--- config.mk ---
export PLATFORM = sky130hd
export DESIGN_NAME = fwd_hazard_unit_flat
export DESIGN_NICKNAME = d
export VERILOG_FILES = /design/src/rtl/fwd_hazard_unit_if.sv /design/src/rtl/fwd_hazard_unit.sv /design/src/flat_wrapper.sv
export SDC_FILE = /design/constraint.sdc
export NUM_CORES = 1
export LEC_CHECK = 0
export CAP_MARGIN = 25
export CORE_MARGIN = 1.5
export CORE_UTILIZATION = 44
export CTS_CLUSTER_DIAMETER = 30
export DETAILED_ROUTE_END_ITERATION = 7
export PLACE_DENSITY_LB_ADDON = 0.25
export SLEW_MARGIN = 20
export SYNTH_ARGS = -nofsm -noshare
export SYNTH_HDL_FRONTEND = slang
export SYNTH_SLANG_ARGS = --single-unit
--- constraint.sdc ---
create_clock -name clk -period 2.3 [get_ports clk]
set_input_delay 0.345 -clock clk [delete_from_list [all_inputs] [get_ports clk]]
set_output_delay 0.345 -clock clk [all_outputs]
set_load 0.01 [all_outputs]
--- src/rtl/fwd_hazard_unit_if.sv ---
// rtl/fwd_hazard_unit_if.sv - decode/pipeline side bundle for the forwarding and hazard unit
interface fwd_hazard_unit_if #(
   parameter int ADDR_W  = 4,
   parameter int NUM_SRC = 3,
   parameter int CNT_W   = 16
);
   logic                        fwd_en;
   logic [NUM_SRC*ADDR_W-1:0]   src_addr;
   logic [NUM_SRC-1:0]          src_valid;
   logic [ADDR_W-1:0]           exe_dest;
   logic                        exe_wb_en;
   logic                        exe_mem_read;
   logic [ADDR_W-1:0]           mem_dest;
   logic                        mem_wb_en;
   logic [ADDR_W-1:0]           wb_dest;
   logic                        wb_wb_en;
   logic                        mul_start;
   logic [2*NUM_SRC-1:0]        sel_src;
   logic                        stall;
   logic                        mul_busy;
   logic [CNT_W-1:0]            stall_cnt;

   modport master (
      output fwd_en, src_addr, src_valid, exe_dest, exe_wb_en, exe_mem_read,
             mem_dest, mem_wb_en, wb_dest, wb_wb_en, mul_start,
      input  sel_src, stall, mul_busy, stall_cnt
   );

   modport slave (
      input  fwd_en, src_addr, src_valid, exe_dest, exe_wb_en, exe_mem_read,
             mem_dest, mem_wb_en, wb_dest, wb_wb_en, mul_start,
      output sel_src, stall, mul_busy, stall_cnt
   );
endinterface

--- src/rtl/fwd_hazard_unit.sv ---
// rtl/fwd_hazard_unit.sv - operand forwarding selects, load-use/RAW stall, multi-cycle busy tracker
module fwd_hazard_unit #(
   parameter int ADDR_W  = 4,
   parameter int NUM_SRC = 3,
   parameter int MUL_LAT = 3,
   parameter int CNT_W   = 16
) (
   input  logic               clk,
   input  logic               rst,
   fwd_hazard_unit_if.slave   bus
);
   localparam int   CTR_W = $clog2(MUL_LAT) + 1;
   localparam logic MULTI = (MUL_LAT > 1);

   typedef enum logic {IDLE, BUSY} state_t;

   state_t             state_q, state_d;
   logic [CTR_W-1:0]   ctr_q, ctr_d;
   logic [CNT_W-1:0]   stall_cnt_q, stall_cnt_d;

   logic [NUM_SRC-1:0]   m_exe, m_mem, m_wb;
   logic [2*NUM_SRC-1:0] sel;
   logic                 hazard;
   logic                 stall;
   logic                 mul_busy;

   assign mul_busy = (state_q == BUSY);

   always_comb begin
      m_exe  = '0;
      m_mem  = '0;
      m_wb   = '0;
      sel    = '0;
      hazard = 1'b0;
      for (int i = 0; i < NUM_SRC; i++) begin
         m_exe[i] = bus.src_valid[i] && (bus.src_addr[i*ADDR_W +: ADDR_W] == bus.exe_dest) && bus.exe_wb_en;
         m_mem[i] = bus.src_valid[i] && (bus.src_addr[i*ADDR_W +: ADDR_W] == bus.mem_dest) && bus.mem_wb_en;
         m_wb[i]  = bus.src_valid[i] && (bus.src_addr[i*ADDR_W +: ADDR_W] == bus.wb_dest)  && bus.wb_wb_en;
         // MEM holds the younger result, so it wins over WB
         if (bus.fwd_en) begin
            if (m_mem[i])
               sel[2*i +: 2] = 2'd1;
            else if (m_wb[i])
               sel[2*i +: 2] = 2'd2;
            if (m_exe[i] && bus.exe_mem_read)
               hazard = 1'b1;
         end else if (m_exe[i] || m_mem[i] || m_wb[i]) begin
            hazard = 1'b1;
         end
      end
   end

   assign stall = hazard || mul_busy;

   always_comb begin
      state_d     = state_q;
      ctr_d       = ctr_q;
      stall_cnt_d = stall_cnt_q;
      case (state_q)
         IDLE: begin
            if (bus.mul_start && !stall && MULTI) begin
               ctr_d   = CTR_W'(MUL_LAT - 1);
               state_d = BUSY;
            end
         end
         BUSY: begin
            ctr_d = ctr_q - CTR_W'(1);
            if (ctr_q <= CTR_W'(1))
               state_d = IDLE;
         end
         default: state_d = IDLE;
      endcase
      if (stall && (stall_cnt_q != {CNT_W{1'b1}}))
         stall_cnt_d = stall_cnt_q + CNT_W'(1);
   end

   always_ff @(posedge clk) begin
      if (rst) begin
         state_q     <= IDLE;
         ctr_q       <= '0;
         stall_cnt_q <= '0;
      end else begin
         state_q     <= state_d;
         ctr_q       <= ctr_d;
         stall_cnt_q <= stall_cnt_d;
      end
   end

   assign bus.sel_src   = sel;
   assign bus.stall     = stall;
   assign bus.mul_busy  = mul_busy;
   assign bus.stall_cnt = stall_cnt_q;
endmodule

--- src/flat_wrapper.sv ---
// flat-port wrapper written by rule: the top's interface ports become plain ports
module fwd_hazard_unit_flat 
#(
   parameter int ADDR_W  = 4,
   parameter int NUM_SRC = 3,
   parameter int MUL_LAT = 3,
   parameter int CNT_W   = 16
)
  (clk, rst, bus_fwd_en, bus_src_addr, bus_src_valid, bus_exe_dest, bus_exe_wb_en, bus_exe_mem_read, bus_mem_dest, bus_mem_wb_en, bus_wb_dest, bus_wb_wb_en, bus_mul_start, bus_sel_src, bus_stall, bus_mul_busy, bus_stall_cnt);
  fwd_hazard_unit_if #(.ADDR_W(ADDR_W), .NUM_SRC(NUM_SRC), .CNT_W(CNT_W)) bus_i ();
  input  logic clk;
  input  logic rst;
  input wire logic [$bits(bus_i.fwd_en)-1:0] bus_fwd_en;
  input wire logic [$bits(bus_i.src_addr)-1:0] bus_src_addr;
  input wire logic [$bits(bus_i.src_valid)-1:0] bus_src_valid;
  input wire logic [$bits(bus_i.exe_dest)-1:0] bus_exe_dest;
  input wire logic [$bits(bus_i.exe_wb_en)-1:0] bus_exe_wb_en;
  input wire logic [$bits(bus_i.exe_mem_read)-1:0] bus_exe_mem_read;
  input wire logic [$bits(bus_i.mem_dest)-1:0] bus_mem_dest;
  input wire logic [$bits(bus_i.mem_wb_en)-1:0] bus_mem_wb_en;
  input wire logic [$bits(bus_i.wb_dest)-1:0] bus_wb_dest;
  input wire logic [$bits(bus_i.wb_wb_en)-1:0] bus_wb_wb_en;
  input wire logic [$bits(bus_i.mul_start)-1:0] bus_mul_start;
  output wire logic [$bits(bus_i.sel_src)-1:0] bus_sel_src;
  output wire logic [$bits(bus_i.stall)-1:0] bus_stall;
  output wire logic [$bits(bus_i.mul_busy)-1:0] bus_mul_busy;
  output wire logic [$bits(bus_i.stall_cnt)-1:0] bus_stall_cnt;
  assign bus_i.fwd_en = bus_fwd_en;
  assign bus_i.src_addr = bus_src_addr;
  assign bus_i.src_valid = bus_src_valid;
  assign bus_i.exe_dest = bus_exe_dest;
  assign bus_i.exe_wb_en = bus_exe_wb_en;
  assign bus_i.exe_mem_read = bus_exe_mem_read;
  assign bus_i.mem_dest = bus_mem_dest;
  assign bus_i.mem_wb_en = bus_mem_wb_en;
  assign bus_i.wb_dest = bus_wb_dest;
  assign bus_i.wb_wb_en = bus_wb_wb_en;
  assign bus_i.mul_start = bus_mul_start;
  assign bus_sel_src = bus_i.sel_src;
  assign bus_stall = bus_i.stall;
  assign bus_mul_busy = bus_i.mul_busy;
  assign bus_stall_cnt = bus_i.stall_cnt;
  fwd_hazard_unit #(.ADDR_W(ADDR_W), .NUM_SRC(NUM_SRC), .MUL_LAT(MUL_LAT), .CNT_W(CNT_W)) u_core (.clk(clk), .rst(rst), .bus(bus_i));
endmodule
==> impl_metrics.toml <==
[global_routing]
antenna_found_initial = 0
overflow = 0
grt_use_met2 = 0.395
gr-usage-all-layers = 0.235
top_usage_layer = "met2"
gr-usage-met3 = 0.0396
use_met1 = 0.303
grt_max_degree = 29
grt_pass1_wl_mm = 7.62
grt_pass1_vias = 1655

[clocking]
clk_latency_ns = 0.31
cts_root_buf = "clkbuf_4"
postCtsHoldBufs = 0
htreeDepth = 1
clock_sinks = 20
cts_tree = "built"
clockBufferDepth = 2
cts_buffers = 3
cts.clk_slew.worst_paths_ns = 0.12

[synth]
synth_top_area_frac = 0.254
synth_area_leaders = "dfxtp_1 25%, xor2_1 11%, a21oi_1 6.0%"
synth_simple_gate_area_share = 0.287
synth_cells = 193
ys_types = 45
synth_xor_xnor_area_share = 0.150
ys_warn_count = 0
synth_top_family_by_area = "simple AND/OR/NAND/NOR gates"
synth_edf_count = 0
synth_flop_cell = "dfxtp_1"
synth_top_cell_by_area = "dfxtp_1"
ys_async_sr_fraction = 0
synthMuxAreaShare = 0.00714
synth_compound_area_frac = 0.213
ys_seq_elements = 20
syn_area_um2 = 1580
yosysSeqAreaShare = 0.254
synth_nets = 231
post_synth_fa_ha_maj_area_fraction = 0.0238
synth_area_per_cell_um2 = 8.17

[worst_setup_path]
worstPathArrival_ns = 2.49
cp-end-kind = "register"
timing.rr.start = "u_core.bus.stall_cnt[3]$_SDFFE_PP0P_"
rr_worst_depth = 7
critPathSlowestCell = "or4_1"
path_cells = "dlygate4sd2_1 > buf_4 > xor2_2 > nor4b_4 > nor3_2 > o211a_1 > buf_6 > buf_12 > or4_1 > a21oi_1"
path_class = "in -> reg"
reg2reg_slack_ns = 0.10
cp_data_required_time_ns = 2.55
crit_path_start_kind = "input pin"
max_stage_delay_ns = 0.51
rr_endpoint = "u_core.bus.stall_cnt[5]$_SDFFE_PP0P_"
critical_path_peak_fanout = 13
critPathLaunch = "bus_src_addr[3]"

[final_layout]
num-nets-final = 317
area_delta_synth_final_pct = 57.3
drive_gt1_frac = 0.255
layout_commonest_cell = "buf_4"
final_cell_mix = "30 x buf_4, 25 x clkdlybuf4s50_1, 20 x dfxtp_1"
n_antenna_cell = 0

[power_and_ir_drop]
p_leak_nw = 1.00
p_seq_frac = 0.412
power_density_nw_per_um2 = 360
ir_drop_mv = 0.294
pwr-share-clk = 0.236
p_comb_frac = 0.352
p_int_uw = 621
p_sw_frac = 0.304
p_switching_uw = 271

[sta]
hold_slack_ns = 0.503
fmax_mhz = 446
maxSlewViolCount = 0
maxSlewHeadroom = 0.702
finalHoldViolations = 0
period_share = 0.975
fin_crit_ns = 2.24
worst_slew_pin_slew_ns = 0.445
finalWorstSetupSlack_ns = 0.0574
finalSetupViolations = 0
clock_skew_ns = 0.00346

[route]
routed_wl_mm = 4.80
drt_iter0_drc = 157
routedWlPerCell_um = 14.8
ant_nets = 0
drc = 0
num_vias = 1800
routed_via_density = 5.56
first_pass_iters = 4

[place]
dp.final_hpwl_mm = 3.39
gp_congestion = 0.818
place_ws_ns = -0.556
portBuffers = 58

[die]
die_area_um2 = 3950
start_util = 0.465
io_pins = 59
placementRows = 21
fp.dieH_um = 62.9
fp.dieW_um = 62.9
core_area_um2 = 3390

[outcome]
status = "finished, final reports clean"

[job]
drv_cap = 0

[min_path]
min_path_cells = 2
hold_path_class = "reg -> reg"
hold_end = "u_core.bus.stall_cnt[15]$_SDFFE_PP0P_"
hold_start = "u_core.bus.stall_cnt[15]$_SDFFE_PP0P_"
[final cells by class]
type / count / area (um^2)
Inverter: 11 / 41.3
Fill cell: 263 / 910
Multi-Input combinational cell: 152 / 1140
Sequential cell: 20 / 400
Timing Repair Buffer: 91 / 808
Clock buffer: 4 / 36.3
Tap cell: 46 / 57.6
[layer usage]
metal  vias to the layer above  wire length [um]
li1                        897                 -
met5                         -                 0
met3                         7               237
met4                         0                64
met2                        53              2370
met1                       843              2130
[through the flow]
step           setup TNS (ns)   util  instance area [um^2]  cells  power (mW)
2_1_floorplan               0      -                  1580    193       0.504
3_3_place_gp            -9.90  0.695                  2360    314       0.657
3_5_place_dp           -10.65  0.695                  2360    314       0.660
4_1_cts                     0  0.718                  2430    322       0.871
5_1_grt               -0.0236  0.732                  2480    324       0.939
6_report                    0  0.732                  2480    324       0.892
[what timing repair did]
item | CTS | global route
gates resized for setup | 47 | 26
gates cloned | 0 | 1
pin swaps | 9 | 20
setup endpoints to repair | 21 | 15
buffers inserted | 4 | 1
[critical path, delay by kind of cell]
family	cells	cell delay (ns)
simple gates	3	0.88
compound gates	2	0.40
xor+xnor	1	0.16
buf+inv	4	0.70
[flip-flops by register name (all words and copies together) (netlist names)]
| signal | count |
|---|---|
| u_core.ctr_q | 3 |
| u_core.bus.stall_cnt | 16 |
| u_core.bus.mul_busy | 1 |
[worst max-delay path by stage]
stage                                                 endpoint  slack [ns]  cells past startpoint
final                     u_core.bus.stall_cnt[4]$_SDFFE_PP0P_        0.06                     10
after global routing      u_core.bus.stall_cnt[4]$_SDFFE_PP0P_       -0.01                     10
after CTS                                            bus_stall       0.005                      9
after detailed placement  u_core.bus.stall_cnt[9]$_SDFFE_PP0P_       -0.56                     10
after global placement                               bus_stall       -0.52                      9
after floorplan           u_core.bus.stall_cnt[4]$_SDFFE_PP0P_        0.17                      9
[cell families (layout without fill, tap and decap cells)]
logic type | Yosys count | in the layout
buf+inv | 21 | 106
compound gates | 50 | 50
simple gates | 71 | 71
fa+ha+maj | 3 | 3
flops | 20 | 20
xor+xnor | 27 | 27
mux | 1 | 1
[synthesized netlist by cell type (all sizes together) (3+ instances only)]
master   n
a21oi   19
and3     6
o31ai   12
nand2    7
xor2    19
nand3   12
buf      5
or4     11
inv     11
clkbuf   5
o21ai    4
dfxtp   20
and2     7
ha       3
xnor2    8
or3      3
nor3    13
nor2b    3
[power by group through the flow]
stage | Clock (mW) | Sequential [mW] | Combinational [mW]
2_1_floorplan | 0 | 0.374 | 0.130
3_3_place_gp | 0 | 0.375 | 0.282
3_5_place_dp | 0 | 0.375 | 0.285
4_1_cts | 0.210 | 0.367 | 0.293
5_1_grt | 0.228 | 0.369 | 0.342
6_report | 0.211 | 0.367 | 0.314
(Power assumes the default switching activity.)
